**src/rtl/chocolate_pkg.sv**
```systemverilog
// Shared definitions for the fetch sequencer: state encoding, opcode
// constants recognised by the external decoder, and the default address width.
package chocolate_pkg;

  localparam int PC_W_DEFAULT = 8;

  localparam logic [7:0] LOAD_NEXT_OP = 8'h80;
  localparam logic [1:0] JUMP_PREFIX  = 2'b11;

  typedef enum logic [1:0] {
    S_FETCH     = 2'd0,
    S_ISSUE     = 2'd1,
    S_FETCH_IMM = 2'd2,
    S_IMM_ISSUE = 2'd3
  } state_e;

endpackage

```
**src/rtl/fetch_sequencer_pc_unit.sv**
```systemverilog
// Program counter register with increment / load mux.
// A load takes priority over an increment; increments wrap modulo 2^PC_W.
module pc_unit #(
  parameter int PC_W = 8
) (
  input  logic            clk,
  input  logic            rst,
  input  logic            inc,
  input  logic            load,
  input  logic [PC_W-1:0] target,
  output logic [PC_W-1:0] pc
);

  logic [PC_W-1:0] pc_q;
  logic [PC_W-1:0] pc_d;

  always_comb begin
    pc_d = pc_q;
    if (load) begin
      pc_d = target;
    end else if (inc) begin
      pc_d = pc_q + PC_W'(1);
    end
  end

  always_ff @(posedge clk or posedge rst) begin
    if (rst) begin
      pc_q <= '0;
    end else begin
      pc_q <= pc_d;
    end
  end

  assign pc = pc_q;

endmodule

```
**src/rtl/fetch_sequencer.sv**
```systemverilog
// Instruction fetch sequencer: fetches opcode bytes (and the immediate byte
// that follows a load-next opcode) and presents them to an external decoder.
module fetch_sequencer
  import chocolate_pkg::*;
#(
  parameter int PC_W = PC_W_DEFAULT
) (
  input  logic            clk,
  input  logic            rst,
  output logic            imem_req,
  output logic [PC_W-1:0] imem_addr,
  input  logic            imem_ack,
  input  logic [7:0]      imem_rdata,
  output logic [7:0]      instr,
  output logic            force_nop,
  input  logic            is_jump,
  input  logic            is_load_next,
  input  logic            jump_taken,
  input  logic [PC_W-1:0] jump_target,
  input  logic            stall,
  output logic [7:0]      imm_data,
  output logic            imm_valid,
  output logic [PC_W-1:0] pc,
  output logic [1:0]      state_dbg
);

  // Handshakes: imem_req stays high with imem_addr stable until a cycle with
  // imem_ack=1 completes the read (imem_ack with imem_req=0 is ignored).
  // stall is the inverse of ready for ISSUE / IMM_ISSUE: while it is high the
  // presented byte and all state are held, and it overrides every other input.

  state_e     state_q, state_d;
  logic [7:0] instr_q, instr_d;
  logic [7:0] imm_q, imm_d;
  logic       pc_inc;
  logic       pc_load;

  pc_unit #(.PC_W(PC_W)) u_pc_unit (
    .clk    (clk),
    .rst    (rst),
    .inc    (pc_inc),
    .load   (pc_load),
    .target (jump_target),
    .pc     (pc)
  );

  always_comb begin
    state_d   = state_q;
    instr_d   = instr_q;
    imm_d     = imm_q;
    pc_inc    = 1'b0;
    pc_load   = 1'b0;
    imem_req  = 1'b0;
    force_nop = 1'b1;
    imm_valid = 1'b0;
    unique case (state_q)
      S_FETCH: begin
        imem_req = 1'b1;
        if (imem_ack) begin
          instr_d = imem_rdata;
          pc_inc  = 1'b1;
          state_d = S_ISSUE;
        end
      end
      S_ISSUE: begin
        force_nop = 1'b0;
        if (!stall) begin
          if (is_load_next) begin
            state_d = S_FETCH_IMM;
          end else begin
            pc_load = is_jump & jump_taken;
            state_d = S_FETCH;
          end
        end
      end
      S_FETCH_IMM: begin
        imem_req = 1'b1;
        if (imem_ack) begin
          imm_d   = imem_rdata;
          pc_inc  = 1'b1;
          state_d = S_IMM_ISSUE;
        end
      end
      S_IMM_ISSUE: begin
        imm_valid = 1'b1;
        if (!stall) begin
          state_d = S_FETCH;
        end
      end
      default: state_d = S_FETCH;
    endcase
  end

  always_ff @(posedge clk or posedge rst) begin
    if (rst) begin
      state_q <= S_FETCH;
      instr_q <= 8'h00;
      imm_q   <= 8'h00;
    end else begin
      state_q <= state_d;
      instr_q <= instr_d;
      imm_q   <= imm_d;
    end
  end

  assign imem_addr = pc;
  assign instr     = instr_q;
  assign imm_data  = imm_q;
  assign state_dbg = state_q;

endmodule

```
**config.mk**
```make
export PLATFORM = sky130hd
export DESIGN_NAME = fetch_sequencer
export DESIGN_NICKNAME = d
export VERILOG_FILES = /design/src/rtl/chocolate_pkg.sv /design/src/rtl/fetch_sequencer_pc_unit.sv /design/src/rtl/fetch_sequencer.sv
export SDC_FILE = /design/constraint.sdc
export NUM_CORES = 1
export LEC_CHECK = 0
export ABC_AREA = 1
export CAP_MARGIN = 10
export CORE_UTILIZATION = 42
export DETAILED_ROUTE_END_ITERATION = 8
export HOLD_SLACK_MARGIN = 0.15
export PLACE_DENSITY = 0.92
export SKIP_LAST_GASP = 1
export SLEW_MARGIN = 10
export SYNTH_ARGS = -nofsm -noshare
export SYNTH_HDL_FRONTEND = slang
export SYNTH_HIERARCHICAL = 1
export SYNTH_SLANG_ARGS = --single-unit
```
**constraint.sdc**
```tcl
create_clock -name clk -period 1.9 [get_ports clk]
set_clock_uncertainty 0.2 [all_clocks]
set_input_delay 0.285 -clock clk [delete_from_list [all_inputs] [get_ports clk]]
set_output_delay 0.285 -clock clk [all_outputs]
set_load 0.02 [all_outputs]
```
; Word level (Yosys, flattened, before mapping)
; Cells that the tools add are included.
[word_totals]
regBits = 26
latchBits = 0
ramBits = 0
rom_bits = 0
inputBits = 23
memories = 0
[op_classes]
n_addsub = 1
mul = 0
div_mod_pow = 0
magnitude_cmp = 0
eq_ne = 7
n_shift = 0
mux = 16
bitwise = 1
reduce_logical = 6
[op_table]
columns = cell, n
row1 = 8-bit two-way mux, 2
row2 = 2-bit two-way mux, 5
row3 = "8-bit by 1-bit adder with 8-bit output, second input constant", 1
row4 = 1-bit two-way mux, 8
row5 = "2-bit inequality test, second input constant", 4
row6 = 2-bit one-hot mux with 4 select lines, 1
row7 = "2-bit == test, second input constant", 2
row8 = 2-bit AND reduction, 2
row9 = 4-bit AND reduction, 1
row10 = "2-bit by 1-bit == test with 1-bit output, second input constant", 1
row11 = 2-bit logical NOT, 1
row12 = 2-bit nonzero test, 1
row13 = 2-bit OR reduction, 1
row14 = 1-bit bitwise AND, 1

; Depth between registers and ports, before layout
[logic_depth]
depth_word = 5
ltp_mapped = 9
ltp_nobuf = 8

; By module
; Netlist, hierarchy kept.
[modules_own_cells]
columns = mod, instances, cells_per_inst, area_each_um2
row1 = fetch_sequencer, 1, 98, 884.6
row2 = pc_unit, 1, 64, 490.5

; Worst setup path after synthesis
; OpenSTA, ideal clock, no wires.
[synth_timing]
kind = reg2reg
startpoint = register with a tool-made name
endpoint = register u_pc_unit.pc_q[3] (netlist: u_pc_unit/pc[3])
t_arrival_ps = 1412
slack_ps = 222
path_stages_with_launch = 10
period_less_slack_ps = 1678
cell_sequence = dfrtp_1 inv_1 nand2_1 nor2_1 buf_4 inv_2 nand2_2 a21oi_1 o21ai_1 nand2_1
[synth_rtl]
columns = element, line
row1 = to (signal assigned), fetch_sequencer_pc_unit.sv:30  ; pc_q <= pc_d;
row2 = to (decl), fetch_sequencer_pc_unit.sv:14  ; logic [PC_W-1:0] pc_q;

==> impl_metrics.py <==
metrics = {
    "final_layout": {
        "final_common_cell": "nand2_1",
        "multi_input_area_um2": 551,
        "layout_common_cells": "nand2_1, clkdlybuf4s50_1, dfrtp_1, dlygate4sd2_1, nand3_1",
        "syn_to_final_growth_pct": 44.2,
        "drive_gt1_frac": 0.0959,
        "fin_nets": 244,
        "diodes": 0,
        "final_area_um2": 1980,
        "seq_area_um2": 652,
        "fillCellCount": 260,
    },
    "die": {
        "chipWidth_um": 59.2,
        "start_util": 0.447,
        "rows": 20,
        "core_um2": 3080,
        "boundaryPins": 60,
        "die-area_um2": 3510,
        "fp.dieH_um": 59.2,
    },
    "drt": {
        "dr_total_vias": 1328,
        "drc_errors": 0,
        "wire_per_inst_um": 12.7,
        "drt_pre_antenna_iters": 4,
        "wl_met3_um": 194,
        "via_per_inst": 5.05,
        "wirelength_met1_um": 1350,
        "maxUsedRoutingLayer": "met4",
        "drt_iter0_drc": 75,
        "wl_met2_um": 1710,
        "postRouteAntennaNets": 0,
        "wl_um": 3340,
    },
    "cts": {
        "cts_root_buf": "clkbuf_4",
        "cts_tree": "built",
        "clock_sinks": 26,
        "h-tree-depth": 1,
        "cts_buffer_depth": 2,
        "cts_buffers": 3,
        "clkTransAtPathRegs_ps": 150,
        "clkLatencyLatePin_ps": 310,
        "cts_setup_buffers": 0,
    },
    "run": {
        "maxCapViolCount": 0,
    },
    "worst_setup_path": {
        "path_buf_inv": 1,
        "cp-end-kind": "output port",
        "crit_cells": 1,
        "critPathTopFamily": "buffers and inverters",
        "r2r-end": "u_pc_unit/pc[0]",
        "worstReg2RegStart": "state_dbg[0]",
        "start_kind": "flip-flop",
        "crit_path_top_delay_cell": "clkdlybuf4s50_1",
        "worstPathCellList": "clkdlybuf4s50_1",
        "path_max_fanout": 4,
        "max_stage_delay_ps": 620,
        "crit_path_end": "state_dbg[1]",
        "worstPathArrival_ps": 1360,
        "worstRegToRegCells": 5,
        "crit_type": "reg -> out",
        "critPathRequiredTime_ps": 1410,
        "rrSetupSlack_ps": 230,
    },
    "yosys": {
        "netlist_area_um2": 1380,
        "synth_cells": 162,
        "avgSynthCellArea_um2": 8.49,
        "ys_ff_latch": 26,
        "synth_cell_type_count": 23,
        "syn-num-nets": 186,
        "yosysSeqAreaShare": 0.473,
        "async_flop_share": 1.00,
        "synth_edf_count": 0,
        "synth_flop_cell": "dfrtp_1",
        "synth_warnings": 6,
    },
    "placement": {
        "placed_area_um2": 1940,
        "place.gp.congestion": 0.868,
        "dp_slack_ps": 89.1,
        "dp_hpwl_um": 2470,
        "io_buffers": 59,
    },
    "power": {
        "p_leak_nw": 0.998,
        "switchingPower_w": 0.00124,
        "p_per_area_nw_per_um2": 1450,
        "seq_power_share": 0.352,
        "power.internal_w": 0.00165,
        "power_frac_comb": 0.516,
        "swShare": 0.429,
        "pwr-share-clk": 0.132,
        "worst_ir_drop_vdd_uv": 660,
    },
    "min_path": {
        "whs_path_depth": 2,
        "min_path_type": "reg -> reg",
    },
    "global_routing": {
        "grt_start_max_net_pins": 20,
        "overflow": 0,
        "grt_pass1_vias": 1282,
        "antenna_found_initial": 0,
        "grt_first_pass_wirelength_um": 5390,
        "grt_use_total": 0.203,
    },
    "sta": {
        "worstMarginPinSlew_ps": 364,
        "finalSetupViolCount": 0,
        "max_freq_ghz": 0.543,
        "grt_setup_unrepaired": "no",
        "worst_slack_ps": 59.0,
        "slew_viol_final": 0,
        "period_minus_slack_ps": 1840,
        "tns_ps": 0,
        "slew-limit-headroom": 0.756,
        "hold_viol": 0,
        "timing.hold.ws_ps": 291,
        "finalCritPeriodShare": 0.969,
    },
    "run_status": {
        "outcome": "complete, no violations",
    },
}
-- tightest hold or removal path, cell delays in order (launching register included) --
cell and delay, ps:
dfrtp_1 370, nand2_1 50, nand2_1 40
-- per-layer routing --
| layer | up-vias | track usage |
|---|---|---|
| li1 | 636 | - |
| met1 | 617 | 0.237 |
| met2 | 63 | 0.353 |
| met3 | 12 | 0.0437 |
| met4 | 0 | 0.0918 |
| met5 | - | 0 |
-- registers in the layout (all words and copies together) (netlist names), named ones only --
| name | cells |
|---|---|
| imm_data | 8 |
| state_dbg | 1 |
| u_pc_unit/pc | 8 |
| instr | 8 |
-- stage by stage --
stage          power (W)  utilization  std cells
3_3_place_gp     0.00259        0.632        258
5_1_grt          0.00306        0.644        263
3_5_place_dp     0.00263        0.632        258
2_1_floorplan    0.00191            -        162
4_1_cts          0.00289        0.644        263
6_report         0.00288        0.644        263
-- logic make-up after synthesis --
family          Yosys count  share of synthesized area
fa+ha+maj                 1                    0.00910
flops                    26                      0.473
simple gates             93                      0.318
buf+inv                  27                      0.126
compound gates           14                     0.0673
xor+xnor                  1                    0.00637
-- repair_timing --
| action | in CTS | in global routing |
|---|---|---|
| endpoints found under the setup margin | 20 | 0 |
| endpoints found under the hold margin | 26 | 0 |
| hold buffers | 1 | 0 |
| resized for setup | 21 | 0 |
-- power by group through the flow --
| stage | clock (W) | combinational, W | sequential [W] |
|---|---|---|---|
| 6_report | 0.000380 | 0.00149 | 0.00102 |
| 5_1_grt | 0.000409 | 0.00160 | 0.00105 |
| 4_1_cts | 0.000387 | 0.00149 | 0.00101 |
| 3_5_place_dp | 0 | 0.00160 | 0.00103 |
| 3_3_place_gp | 0 | 0.00157 | 0.00102 |
| 2_1_floorplan | 0 | 0.000625 | 0.00129 |
-- worst min path at each step --
stage,from,end
2_1_floorplan,rst,u_pc_unit/pc[0]
3_3_place_gp,instr[0],instr[0]
3_5_place_dp,instr[2],instr[2]
4_1_cts,instr[2],instr[2]
5_1_grt,imm_data[0],imm_data[0]
6_report,instr[3],instr[3]
-- layout make-up --
class | instances | share of cell area
inverters | 14 | 0.0265
flip-flops and latches | 26 | 0.329
repair buffers | 66 | 0.313
clock inverters | 1 | 0.0151
well taps | 44 | 0.0278
multi-input cells | 109 | 0.278
clock buffers | 3 | 0.0114
-- synthesized netlist by cell type (3+ instances only) --
cell type | instances | area (um^2)
inv_1 | 11 | 41.3
nand4_1 | 8 | 50.1
buf_4 | 9 | 67.6
a22oi_1 | 6 | 45.0
dfrtp_1 | 26 | 651
nor2_1 | 5 | 18.8
buf_6 | 3 | 33.8
nand2_1 | 54 | 203
nand3_1 | 19 | 95.1
inv_2 | 3 | 11.3
Power figures use the tool's default switching activity.
